==> config.mk <==
export PLATFORM = sky130hd
export DESIGN_NAME = ir_slot_writer
export DESIGN_NICKNAME = d
export VERILOG_FILES = /design/src/rtl/ir_slot_writer.sv
export SDC_FILE = /design/constraint.sdc
export NUM_CORES = 1
export LEC_CHECK = 0
export CELL_PAD_IN_SITES_DETAIL_PLACEMENT = 0
export CELL_PAD_IN_SITES_GLOBAL_PLACEMENT = 2
export CORE_ASPECT_RATIO = 1.1
export CORE_UTILIZATION = 23
export CTS_CLUSTER_DIAMETER = 100
export DETAILED_ROUTE_END_ITERATION = 12
export PLACE_DENSITY = 0.73
export SETUP_SLACK_MARGIN = 0.05
export SLEW_MARGIN = 5
export SYNTH_ARGS = -nofsm -noshare
export SYNTH_HDL_FRONTEND = slang
export SYNTH_SLANG_ARGS = --single-unit
==> constraint.sdc <==
create_clock -name clk -period 1.45 [get_ports clk]
set_clock_uncertainty 0.2 [all_clocks]
set_input_delay 0.3625 -clock clk [delete_from_list [all_inputs] [get_ports clk]]
set_output_delay 0.3625 -clock clk [all_outputs]
set_load 0.005 [all_outputs]
==> src/rtl/ir_slot_writer.sv <==
// Writer side of the IR slot array: packs a valid/ready byte stream into DEPTH slots and holds the full frame.
// Optional macro IR_BYTE_PARITY_EN adds odd-parity checking on each incoming byte.
module ir_slot_writer #(
  parameter int DATA_WIDTH = 8,
  parameter int DEPTH      = 4,
  localparam int IDX_W     = $clog2(DEPTH)
) (
  input  logic                  clk,
  input  logic                  rst_n,
  input  logic [DATA_WIDTH-1:0] in_data,
  input  logic                  in_valid,
`ifdef IR_BYTE_PARITY_EN
  input  logic                  in_parity,
  output logic                  parity_err,
`endif
  output logic                  in_ready,
  input  logic                  flush,
  input  logic                  frame_take,
  output logic [DATA_WIDTH-1:0] slots_out [0:DEPTH-1],
  output logic [DEPTH-1:0]      slot_valid,
  output logic [IDX_W-1:0]      wr_index,
  output logic                  frame_valid
);

  typedef enum logic {FILL = 1'b0, HOLD = 1'b1} state_t;

  state_t                r_state;
  state_t                w_state_nxt;
  logic [DATA_WIDTH-1:0] r_slots [0:DEPTH-1];
  logic [DEPTH-1:0]      r_slot_valid;
  logic [IDX_W-1:0]      r_wr_index;
  logic                  w_par_ok;
  logic                  w_wr;

`ifdef IR_BYTE_PARITY_EN
  logic r_parity_err;
  logic w_bad_xfer;

  // Odd parity: data bits plus the parity bit must hold an odd number of ones.
  assign w_par_ok   = ^{in_data, in_parity};
  assign w_bad_xfer = (r_state == FILL) & in_valid & ~flush & ~w_par_ok;
  assign parity_err = r_parity_err;

  always_ff @(posedge clk) begin
    if (!rst_n) r_parity_err <= 1'b0;
    else        r_parity_err <= w_bad_xfer;
  end
`else
  assign w_par_ok = 1'b1;
`endif

  // flush discards any same-cycle transfer.
  assign w_wr = (r_state == FILL) & in_valid & ~flush & w_par_ok;

  always_ff @(posedge clk) begin
    if (!rst_n) r_state <= FILL;
    else        r_state <= w_state_nxt;
  end

  always_comb begin
    w_state_nxt = r_state;
    in_ready    = 1'b0;
    frame_valid = 1'b0;
    case (r_state)
      FILL: begin
        in_ready = 1'b1;
        if (w_wr && (r_wr_index == IDX_W'(DEPTH - 1))) w_state_nxt = HOLD;
      end
      HOLD: begin
        frame_valid = 1'b1;
        if (frame_take) w_state_nxt = FILL;
      end
      default: w_state_nxt = FILL;
    endcase
    if (flush) w_state_nxt = FILL;
  end

  // Slot data survives flush and frame_take; only reset clears it.
  always_ff @(posedge clk) begin
    if (!rst_n) begin
      for (int i = 0; i < DEPTH; i++) r_slots[i] <= '0;
      r_slot_valid <= '0;
      r_wr_index   <= '0;
    end else if (flush) begin
      r_slot_valid <= '0;
      r_wr_index   <= '0;
    end else if ((r_state == HOLD) && frame_take) begin
      r_slot_valid <= '0;
      r_wr_index   <= '0;
    end else if (w_wr) begin
      r_slots[r_wr_index]      <= in_data;
      r_slot_valid[r_wr_index] <= 1'b1;
      r_wr_index               <= r_wr_index + IDX_W'(1);
    end
  end

  assign slots_out  = r_slots;
  assign slot_valid = r_slot_valid;
  assign wr_index   = r_wr_index;

endmodule

==> impl_metrics.ini, run 1 <==
[worst_setup_path]
critical_path.cell_chain = buf_6, buf_6, buf_6, nand4bb_4, buf_12, nand3_2, o21ai_2
critPathKind = flop to flop
endpoint_type_of_the_worst_setup_path = flop
crit_required_ns = 1.42
critical_path.reg2reg.startpoint = r_state$_SDFF_PP0_
critical-path-slowest-cell = sky130_fd_sc_hd__dfxtp_2
data_arrival_time_of_the_critical_path_ns = 1.51
highest_cell_delay_on_the_worst_timing_path_ns = 0.33
cpMostUsedCell = sky130_fd_sc_hd__buf_6
worst-r2r-setup-slack_ns = -0.09
r2r_cells = 7
worst_r2r_endpoint = slots_out[6]$_SDFFE_PN0P_
cp_max_fo = 8
critPathLaunchType = flop

[detailed_routing]
wl_um = 4250
post-route-drc-count = 0
detailroute.via_count = 1373
post_drt_via_cell_ratio = 4.28
drt_first_iter_violations = 52
drt-pass1-iter-count = 4
final_antenna_net_count = 0
wl_per_cell_um = 13.2

[min_path]
holdCritStartpoint = slot_valid[2]$_SDFFE_PP0P_
hold_path_depth = 2
worst_hold_path_type = flop to flop
hold_end = slot_valid[2]$_SDFFE_PP0P_

[yosys]
ys_seq_elements = 39
synth.avg_cell_area_sq_um = 10.6
synth_cells = 151
synth_warn = 0
netlist.area_leader.share_pct = 49.0
synth_top_cells_by_area = sky130_fd_sc_hd__dfxtp_1 (49%), sky130_fd_sc_hd__o21ai_2 (13%), sky130_fd_sc_hd__nand3_1 (9.1%), sky130_fd_sc_hd__buf_12 (3.8%), sky130_fd_sc_hd__buf_6 (3.5%)
yosysSeqAreaShare_pct = 49.0
synth_top_area_cell = sky130_fd_sc_hd__dfxtp_1
synth_area_sq_um = 1590
postSynthNetCount = 168
yosys.cell_types.count = 22

[global_routing]
via_count_of_the_first_global_routing_pass = 1214
global_route.usage.total_pct = 11.9
antenna_found_initial = 0
grt_pass1_wl_um = 6300
grt_start_max_net_pins = 18
total_overflow_reported_by_the_global_router = 0

[status]
violations = setup timing
run_status = complete, but fails checks

[clocking]
cts_htree_levels = 2
tritoncts = done
cts_root_buf = sky130_fd_sc_hd__clkbuf_8
clkTransAtPathRegs_ns = 0.08
clock_sinks = 39
worstSkewPairLatency_ns = 0.28
cts_buffer_depth = 2
numCtsBuffers = 5
hold_buffers = 0

[floorplan]
start_util_pct = 24.0
dieHeight_um = 89.3
core-area_sq_um = 6630
dieWidth_um = 81.4
die-area_sq_um = 7270
std_cell_rows = 31
ioPinCount = 53

[timing]
worst_slew_pin_slew_ns = 0.435
max_freq_ghz = 0.650
report.final.hold_viol_count = 0
hold-worst-slack_ns = 0.247
slew_violations = 0
setup_tns_ns = -2.06
final-setup-viol-count = 37
layout_setup_ws_ns = -0.0884
final_period_minus_worst_setup_slack_ns = 1.54
min_period_over_period_pct = 106
unrepaired_setup_endpoints_after_global_routing = true
timing.slew.headroom_pct = 71.0

[cells_and_area]
stdcell_area_sq_um = 2790
layout-drive-gt1-share_pct = 84.5
finish.net_count = 255
n_fill_cell = 649
antenna-diode-count = 0
syn2layout_area_growth_pct = 74.9

[pwr]
power.density_nw_per_um2 = 809
total_power_mw = 2.26
leakage_nw = 1.11
vdd_ir_drop_max_v = 0.000423

[placed_design]
gpl.final_weighted_congestion = 0.674
port_bufs = 52
placedInstanceArea_sq_um = 2250
dp_hpwl_um = 2820

[run]
cap_viol_max_count = 0
[cell usage in the layout, fill, tap and decap left out, drive strengths merged]
cell	Yosys	layout
buf	10	54
dfxtp	39	39
nand3	32	32
o21ai	32	32
clkbuf	2	30
clkdlybuf4s50	0	10
nand2	8	8
inv	7	7
a21oi	5	5
nand4bb	4	4
ha	4	4
clkdlybuf4s15	0	3
nor2	2	2
or2b	1	1
nand2b	1	1
a21o	1	1
nor3b	1	1
mux2i	1	1
xnor2	1	1
bufinv	0	1
clkinv	0	1
dlygate4sd2	0	1
[layout make-up]
class                      count  area, sq um  area share, %
clock buffer                   6         82.6           2.96
clock inverter                 2         35.0           1.26
inverter                       7         28.8           1.03
multi-input combinational     93          933           33.5
sequential                    39          832           29.8
tap                           82          103           3.68
timing repair buffer          92          773           27.7
[through the flow]
stage / utilization [%] / std cells / worst slack (ns)
floorplan: - / 151 / 0.0861
global placement: 33.9 / 287 / -0.359
detailed placement: 33.9 / 287 / -0.398
CTS: 41.4 / 312 / -0.0788
global route: 42.0 / 321 / -0.141
finish: 42.0 / 321 / -0.0884
[repair_timing]
action                                  in CTS  in global routing
pin swaps                                   26                 15
endpoints found under the hold margin        0                  0
resized for setup                          189                 50
gates cloned                                 2                  1
endpoints found under the setup margin      79                 71
buffers inserted                            15                  8
[synthesized netlist by cell type]
| cell type | number |
|---|---|
| sky130_fd_sc_hd__dfxtp_1 | 39 |
| sky130_fd_sc_hd__nand3_1 | 29 |
| sky130_fd_sc_hd__o21ai_2 | 23 |
| sky130_fd_sc_hd__o21ai_1 | 9 |
| sky130_fd_sc_hd__nand2_1 | 8 |
| sky130_fd_sc_hd__inv_1 | 7 |
| sky130_fd_sc_hd__a21oi_2 | 5 |
| sky130_fd_sc_hd__buf_6 | 5 |
| sky130_fd_sc_hd__ha_1 | 4 |
| sky130_fd_sc_hd__nand4bb_1 | 4 |
| sky130_fd_sc_hd__buf_12 | 3 |
| sky130_fd_sc_hd__nand3_2 | 3 |
| sky130_fd_sc_hd__clkbuf_1 | 2 |
| sky130_fd_sc_hd__nor2_1 | 2 |
| sky130_fd_sc_hd__a21o_1 | 1 |
| sky130_fd_sc_hd__buf_2 | 1 |
| sky130_fd_sc_hd__buf_4 | 1 |
| sky130_fd_sc_hd__mux2i_1 | 1 |
| sky130_fd_sc_hd__nand2b_1 | 1 |
| sky130_fd_sc_hd__nor3b_2 | 1 |
| sky130_fd_sc_hd__or2b_1 | 1 |
| sky130_fd_sc_hd__xnor2_1 | 1 |
[state kept, by name (all words and copies together) (netlist names)]
register	flops
r_state	1
slot_valid	4
slots_out	32
wr_index	2
[where the power goes]
| group | leakage (nW) | internal (mW) | switching, mW |
|---|---|---|---|
| Clock | 0.0612 | 0.557 | 0.377 |
| Sequential | 0.335 | 1.09 | 0.00999 |
| Combinational | 0.715 | 0.110 | 0.115 |
| Total | 1.11 | 1.75 | 0.503 |
[kinds of logic after synthesis]
kind of cell / count (synthesis) / share of synthesized area [%]
flip-flops: 39 / 49.0
XOR/XNOR: 1 / 0.550
buffers and inverters: 19 / 10.2
AND/OR/NAND/NOR: 49 / 17.8
adder cells (fa/ha/maj): 4 / 3.14
multiplexers: 1 / 0.628
AO/OA/AOI/OAI: 38 / 18.7
[layer usage]
layer	routed length [um]	GRT usage (%)
met1	1830	14.3
met2	2100	20.1
met3	270	3.78
met4	46	3.90
met5	0	0
[critical path, delay by kind of cell, from the launching register on]
family / cells / cell delay, ns
AND/OR/NAND/NOR: 2 / 0.32
buffers and inverters: 4 / 0.53
flip-flops: 1 / 0.33
AO/OA/AOI/OAI: 1 / 0.05
[how the worst max path moves through the flow]
stage                        startpoint  depth (start not counted)                          to  slack (ns)
5_1_grt              r_state$_SDFF_PP0_                          7   slots_out[4]$_SDFFE_PN0P_       -0.14
3_5_place_dp                      flush                          5   slots_out[0]$_SDFFE_PN0P_       -0.40
3_3_place_gp                   in_valid                          4    wr_index[1]$_SDFFE_PP0P_       -0.36
2_1_floorplan  wr_index[1]$_SDFFE_PP0P_                          7  slots_out[24]$_SDFFE_PN0P_        0.09
4_1_cts              r_state$_SDFF_PP0_                          7   slots_out[0]$_SDFFE_PN0P_       -0.08
6_report             r_state$_SDFF_PP0_                          7   slots_out[6]$_SDFFE_PN0P_       -0.09
Power figures use the tool's default switching activity.
==> run 2, diff against run 1 <==
Settings changed: RECOVER_POWER set to 50.
==> results of run 2 <==
No change in the layout: final DEF, timing and power equal those of run 1.
==> RTL change (config.mk and constraints of run 1) <==
Build with the macro `IR_BYTE_PARITY_EN` defined.
--- a/src/rtl/ir_slot_writer.sv
+++ b/src/rtl/ir_slot_writer.sv
@@ -1,5 +1,7 @@
 // Writer side of the IR slot array: packs a valid/ready byte stream into DEPTH slots and holds the full frame.
 // Optional macro IR_BYTE_PARITY_EN adds odd-parity checking on each incoming byte.
+`define IR_BYTE_PARITY_EN
+
 module ir_slot_writer #(
   parameter int DATA_WIDTH = 8,
   parameter int DEPTH      = 4,
Interface: changed (added in_parity and parity_err); port bits go from 53 to 55. No check against the original RTL was run, so the function may have changed too.
==> RTL change against run 1 <==
  * The run ends with DRC, setup timing left
  * Synthesized area grew 7.6%
  * Cell area rose by 2.7%
  * Die area grew 7.4%
  * Worst setup slack worse by 0.31 ns
  * Sequential cell count is 1 higher
  * Cell count is 6.9% higher
  * Synthesized cell count up 7.9%
  * Hold slack better by 0.0044 ns
  * Wire length increased by 12%
  * Count of clock-buffer cells in the layout unchanged
  * Critical path type is now in -> reg
Power is not compared: it rests on default switching activity, and its combinational part moved more than twofold at a synthesized area within 25%.
==> RTL change: results (changes against run 1) <==
| Metric | Value |
|---|---|
| Mux contribution to synthesized area | 0.2567 (+0.2505) |
| Arr. time, crit path | 1.87 ns (+0.36 ns) |
| Number of placed cells counting well taps | 317 (+10%) |
| Placer congestion estimate | 0.7480 (+11%) |
| Global-route usage over all layers | 0.1259 (+0.006695) |
| Synthesized net count | 181 (+7.7%) |
| Post-DP Area | 0.002569 sq mm (+14%) |
| First-pass DRT Iterations | 8 (+4) |
| Family with the most delay on the worst path | XOR/XNOR gates |
| Synth Area in Adders | 0.02918 (-0.002221) |
| Type of the most critical hold path | in -> reg |
| Antenna cell count | 0 (unchanged) |
| Sequential fraction of the synthesis area | 0.4668 (-0.02298) |
| Number of endpoints failing setup at the final stage | 42 (+14%) |
| Number of design rule violations left after detail routing | 12 (+12) |
| Filler cell count in the final layout | 735 (+13%) |
| Largest net degree at the start of global routing | 20 (+2) |
| CP max-delay cell | xnor3_1 |
| Sum of net half-perimeters after detailed placement | 3216 microns (+14%) |
| Run status | finished, violations left |
| Violated checks | DRC, setup timing |
| Mean post-synth cell area | 10.52 sq um (-0.31%) |
| Fraction of layout instances using a drive strength above 1 | 0.6008 (-0.2444) |
| Setup Slack @ Placement | -1.056 ns (-0.6584 ns) |
| Hold path startpoint | in_data[2] |
| Synth area leaders | dfxtp_1 47%, mux2i_1 20%, nand2_1 10%, mux2i_4 5.3%, ha_1 2.9% |
| Vias per Instance | 4.294 (+0.40%) |
| Number of global-route vias before repair | 1516 (+25%) |
| Initial detailed-routing violation count | 64 (+23%) |
| Count of port buffers added during placement | 54 (+3.8%) |
| Actual slew at the worst max-slew pin | 0.2679 ns (-0.1666 ns) |
| Synth Area in XOR/XNOR | 0.06054 (+0.05505) |
| First-pass GRT wire length | 7583 microns (+20%) |
| Vias post-DR | 1473 (+7.3%) |
| Stage delay of the slowest cell on the critical path | 0.40 ns (+0.07 ns) |
| Worst setup path start | in_data[1] |
| Post-synthesis compound-gate area fraction | 0.02626 (-0.1606) |
| Most common library cells after synthesis | 46 x nand2_1, 40 x dfxtp_1, 35 x mux2i_1 |
| Net count of the finished layout | 275 (+7.8%) |
| Worst Slack Setup Final | -0.3964 ns (-0.3080 ns) |
| DR WL/cell | 13.88 microns (+5.0%) |
| Largest fanout on the critical path | 6 (-2) |
| Count of distinct cell types in the synthesized netlist | 17 (-23%) |
-- RTL change: path summary, 6_finish.rpt --
path | depth (start not counted) | slack, ns | endpoint
worst min-delay path | 3 | 0.25 | slots_out[26]$_SDFFE_PN0P_
worst min register to register | 1 | 0.25 | slot_valid[2]$_SDFFE_PP0P_
worst max register to register | 7 | -0.36 | slots_out[3]$_SDFFE_PN0P_
worst max-delay path | 7 | -0.40 | slots_out[28]$_SDFFE_PN0P_
-- RTL change: area by class of cell --
cell class,count,share of cell area
Multi-Input combinational cell,112,0.3427
Sequential cell,40,0.2981
Timing Repair Buffer,94,0.2745
Tap cell,85,0.03715
Clock buffer,6,0.02885
Clock inverter,2,0.01355
Inverter,4,0.005245
-- RTL change: metal layers --
| layer | track usage | vias up | share of wire |
|---|---|---|---|
| met5 | 0 | - | 0 |
| met4 | 0.03814 | 0 | 0.010 |
| met3 | 0.03387 | 6 | 0.063 |
| met2 | 0.2097 | 40 | 0.47 |
| met1 | 0.1593 | 689 | 0.46 |
| li1 | - | 738 | - |
-- RTL change: what timing repair did --
action / 4_1_cts / 5_1_grt
cloned: 1 / 1
resized for setup: 219 / 39
setup buffers: 11 / 6
setup endpoints to repair: 81 / 68
pin swaps: 10 / 6
-- RTL change: power groups by stage --
stage,Combinational (mW),Sequential [mW],Clock [mW]
after floorplan,0.242,1.16,0
after global placement,0.424,1.16,0
after detailed placement,0.423,1.16,0
after CTS,0.471,1.14,0.997
after global routing,0.544,1.14,1.04
final,0.509,1.14,0.961
-- RTL change: tightest hold or removal path: cells and delay by family --
kind	cells	cell delay [ns]
buf+inv	1	0.09
simple gates	1	0.15
mux	1	0.10
